<file path="config.mk">
export PLATFORM = sky130hd
export DESIGN_NAME = comparador_8b
export DESIGN_NICKNAME = d
export VERILOG_FILES = /design/src/rtl/comparador_8b.sv
export SDC_FILE = /design/constraint.sdc
export NUM_CORES = 1
export LEC_CHECK = 0
export CELL_PAD_IN_SITES_DETAIL_PLACEMENT = 0
export CELL_PAD_IN_SITES_GLOBAL_PLACEMENT = 1
export CORE_MARGIN = 1.5
export CORE_UTILIZATION = 22
export DETAILED_ROUTE_END_ITERATION = 8
export PLACE_DENSITY_LB_ADDON = 0.1
export SETUP_SLACK_MARGIN = 0.2
export SLEW_MARGIN = 20
export SYNTH_ARGS = -nofsm -noshare
export SYNTH_HDL_FRONTEND = slang
export SYNTH_SLANG_ARGS = --single-unit
export TNS_END_PERCENT = 100
</file>
<file path="constraint.sdc">
create_clock -name clk -period 1.35 [get_ports clk]
set_input_delay 0.2025 -clock clk [delete_from_list [all_inputs] [get_ports clk]]
set_output_delay 0.2025 -clock clk [all_outputs]
set_load 0.005 [all_outputs]
</file>
<file path="src/rtl/comparador_8b.sv">
// comparador_8b
// -------------
// Magnitude comparator for two WIDTH-bit operands. It provides a
// zero-latency combinational "a greater than b" result and a registered
// copy of the full relation for synchronous consumers downstream.
//
// Parameters:
//   WIDTH   operand width in bits (>= 1)
//   SIGNED  0 = unsigned compare, 1 = two's-complement compare
//
// Ports:
//   clk      input   rising-edge clock for all registers
//   rst_n    input   asynchronous active-low reset
//   a        input   operand A, WIDTH bits
//   b        input   operand B, WIDTH bits
//   c        output  combinational: 1 when a > b
//   gt_q     output  registered: a > b at the last capturing edge
//   eq_q     output  registered: a == b at the last capturing edge
//   lt_q     output  registered: a < b at the last capturing edge
//   valid_q  output  registered: 1 once an edge has occurred after reset
module comparador_8b #(
    parameter int WIDTH  = 8,
    parameter int SIGNED = 0
) (
    input  logic             clk,
    input  logic             rst_n,
    input  logic [WIDTH-1:0] a,
    input  logic [WIDTH-1:0] b,
    output logic             c,
    output logic             gt_q,
    output logic             eq_q,
    output logic             lt_q,
    output logic             valid_q
);

    logic [WIDTH-1:0] aKey;
    logic [WIDTH-1:0] bKey;
    logic [WIDTH:0]   diff;
    logic             ltNow;
    logic             eqNow;
    logic             gtNow;
    logic             gt_d;
    logic             eq_d;
    logic             lt_d;
    logic             valid_d;

    // Inverting the sign bit maps two's-complement values onto an
    // order-preserving unsigned range, so one unsigned comparator
    // serves both modes.
    always_comb begin
        aKey = a;
        bKey = b;
        if (SIGNED != 0) begin
            aKey[WIDTH-1] = ~a[WIDTH-1];
            bKey[WIDTH-1] = ~b[WIDTH-1];
        end
    end

    // The extra top bit of the subtraction is the borrow, which is set
    // exactly when aKey < bKey and can never overflow.
    always_comb begin
        diff  = {1'b0, aKey} - {1'b0, bKey};
        ltNow = diff[WIDTH];
        eqNow = (aKey == bKey);
        gtNow = ~ltNow & ~eqNow;
    end

    assign c = gtNow;

    // Next-state for the registered relation; valid only ever rises
    // after reset and holds until the next reset.
    always_comb begin
        gt_d    = gtNow;
        eq_d    = eqNow;
        lt_d    = ltNow;
        valid_d = 1'b1;
    end

    always_ff @(posedge clk or negedge rst_n) begin
        if (!rst_n) begin
            gt_q    <= 1'b0;
            eq_q    <= 1'b0;
            lt_q    <= 1'b0;
            valid_q <= 1'b0;
        end else begin
            gt_q    <= gt_d;
            eq_q    <= eq_d;
            lt_q    <= lt_d;
            valid_q <= valid_d;
        end
    end

endmodule

</file>
==> flow_summary.ini <==
[yosys]
yosysWarningCount = 0
synth.net_count = 60
avgSynthCellArea_um2 = 9.68
ys_seq_elements = 4
synth_top_family_by_area = adder cells
post_synth_xor_area_fraction = 0
basic_gate_share_of_the_synthesized_area_counting_and_or_nand_and_nor_cells = 0.133
synthDominantAreaCellType = sky130_fd_sc_hd__dfrtp_1
post_synth_fa_ha_maj_area_fraction = 0.304
synthTopCellsByArea = sky130_fd_sc_hd__dfrtp_1 30%, sky130_fd_sc_hd__ha_1 30%, sky130_fd_sc_hd__inv_1 9.1%, sky130_fd_sc_hd__a21oi_1 4.6%, sky130_fd_sc_hd__nor2b_4 4.2%
synth_compound_gate_area_share = 0.156
yosysTopAreaCellShare = 0.304
mappedNetlistArea_um2 = 329
synth-seq-area-share = 0.304
syn_inst = 34
yosysUniqueCellTypes = 14
synth.area.mux_share = 0

[grt]
antenna_found_initial = 0
first_global_vias = 392
gr-total-overflow = 0
grt_first_pass_wirelength_um = 1580
grt_use_total = 0.119
grt_start_max_net_pins = 5

[final_layout]
multi_input_comb_area_um2 = 352
final_common_cell = sky130_fd_sc_hd__ha_4
post_route_cells_drive_above_1_share = 0.738
layout-area-overhead-vs-synth_pct = 118
utilization = 0.532
num_antenna_cells = 0
regArea_um2 = 100
final.fill_count = 132
layout.cell_area.non_filler_um2 = 718
layout.nets = 89
mostFrequentLayoutCells = 8 x sky130_fd_sc_hd__ha_4, 7 x sky130_fd_sc_hd__inv_2, 7 x sky130_fd_sc_hd__clkbuf_2

[setup_path]
cp-end-kind = output pin
worst_ep_required_time_ns = 1.15
kind_of_critical_path = input pin to output pin
worst_ep_arrival_time_ns = 1.24
cp-start-kind = input pin
cp_max_fo = 2

[pwr]
cellLeakagePower_nw = 0.319
vdd.ir_drop.worst_uv = 204
pwr_density_cell_nw_per_um2 = 673

[place]
gp_congestion = 0.761
buffer_ports.inserted = 22
placement.cell_area_um2 = 593
hpwl_um = 662

[run]
max_cap_violations = 0

[detailed_routing]
route.final.wire_length_um = 898
wire_length_the_detailed_router_placed_on_met1_um = 323
routed_via_density = 4.54
post_drt_wl_per_cell_um = 11.8
post-route-drc-count = 0
antenna_left = 0
route.vias.total = 345
drtPass1Iterations = 1
dr_wl_met3_um = 63
highest-signal-layer = met3
initialDrtViolationCount = 0
met2_length_um = 511

[clock_network]
clock_pin_transition_on_the_worst_setup_and_hold_timing_paths_ns = 0.04
clock_sinks = 4
root_buffer = sky130_fd_sc_hd__clkbuf_4
clockBufferDepth = 2
clock_tree.htree_level_count = 1
cts_hold_buffers = 0
cts-buffers-inserted = 3
cts_tree = built

[sta]
fin_crit_ns = 1.44
final.period_utilization = 1.07
final_setup_fails = 1
setup_repair_after_global_routing_missed_its_margin = true
final-hold-violation-count = 0
final.setup.worst_slack_ns = -0.0895
slew_viol_final = 0
timing.fmax_ghz = 0.695

[die]
rows = 13
core_area_um2 = 1350
floorplan.io_pins = 23
die_area_um2 = 1740
floorplan.die.width_um = 41.7
floorplan.die.height_um = 41.7
initial_core_util = 0.244

[outcome]
status = finished, violations left
failed_checks = setup timing

[min_path]
worst_hold_path_type = input pin to async pin
==> power by group <==
group / switching (mW) / total (mW) / internal (mW)
combinational: 0.0888 / 0.206 / 0.117
clock: 0.0466 / 0.146 / 0.0993
sequential: 0.00219 / 0.132 / 0.130
==> cells by family (layout without fill, tap and decap cells) <==
| family | Yosys count | after routing |
|---|---|---|
| adders and majority gates | 8 | 8 |
| buffers and inverters | 8 | 35 |
| AOI/OAI and AO/OA | 7 | 7 |
| and+or+nand+nor | 6 | 6 |
| DFF | 4 | 4 |
| other | 1 | 1 |
==> final cells by class <==
class	count	share of cell area
clock buffers	3	0.0314
inverters	8	0.0592
multi-input cells	22	0.490
flip-flops and latches	4	0.139
well taps	15	0.0261
repair buffers	24	0.254
==> timing repair <==
action | in CTS | in global routing
pin swaps | 15 | 9
resized for setup | 77 | 12
cloned | 0 | 0
endpoints found under the setup margin | 8 | 1
setup buffers | 1 | 1
==> through the flow <==
step / std cells / TNS, ns / hold slack, ns / setup WS [ns] / total power, mW
floorplan: 34 / 0 / -0.0931 / 0.180 / 0.199
global placement: 71 / -1.87 / 0.406 / -1.02 / 0.287
global route: 76 / -0.121 / 0.187 / -0.121 / 0.515
CTS: 75 / -0.0694 / 0.168 / -0.0694 / 0.486
detailed placement: 71 / -1.83 / 0.414 / -1.01 / 0.294
finish: 76 / -0.0895 / 0.170 / -0.0895 / 0.484
==> path summary, 6_finish.rpt <==
kind / start / end / slack (ns) / cells after the start
min in group clk: a[7] / lt_q / 0.40 / 5
max in group asynchronous: rst_n / eq_q / 1.01 / 1
max: b[1] / c / -0.09 / 8
min: rst_n / gt_q / 0.17 / 1
==> critical path, cell delays in order <==
cell and delay, ns:
sky130_fd_sc_hd__buf_8 0.11, sky130_fd_sc_hd__inv_12 0.04, sky130_fd_sc_hd__ha_4 0.18, sky130_fd_sc_hd__nor2b_4 0.12, sky130_fd_sc_hd__o211ai_2 0.19, sky130_fd_sc_hd__a21oi_4 0.09
sky130_fd_sc_hd__o21ba_4 0.20, sky130_fd_sc_hd__buf_6 0.11
==> metal layers <==
metal / track usage / vias to the layer above
met5: 0 / -
met2: 0.225 / 15
met4: 0.0774 / 0
met3: 0.0130 / 0
met1: 0.120 / 163
li1: - / 167
==> cells in the mapped netlist <==
| cell type | instances |
|---|---|
| sky130_fd_sc_hd__conb_1 | 1 |
| sky130_fd_sc_hd__ha_1 | 8 |
| sky130_fd_sc_hd__a21oi_2 | 1 |
| sky130_fd_sc_hd__nor2_1 | 2 |
| sky130_fd_sc_hd__o21ba_1 | 1 |
| sky130_fd_sc_hd__nor2b_4 | 1 |
| sky130_fd_sc_hd__o211ai_2 | 1 |
| sky130_fd_sc_hd__nand2_1 | 1 |
| sky130_fd_sc_hd__inv_1 | 8 |
| sky130_fd_sc_hd__nand4_2 | 1 |
| sky130_fd_sc_hd__nand4_1 | 1 |
| sky130_fd_sc_hd__o21ai_0 | 1 |
| sky130_fd_sc_hd__a21oi_1 | 3 |
| sky130_fd_sc_hd__dfrtp_1 | 4 |
==> sequential cells by signal (all words and copies together), names as in the netlist <==
name     count
valid_q      1
gt_q         1
eq_q         1
lt_q         1
Note: power is estimated with default switching activity, not from simulation.
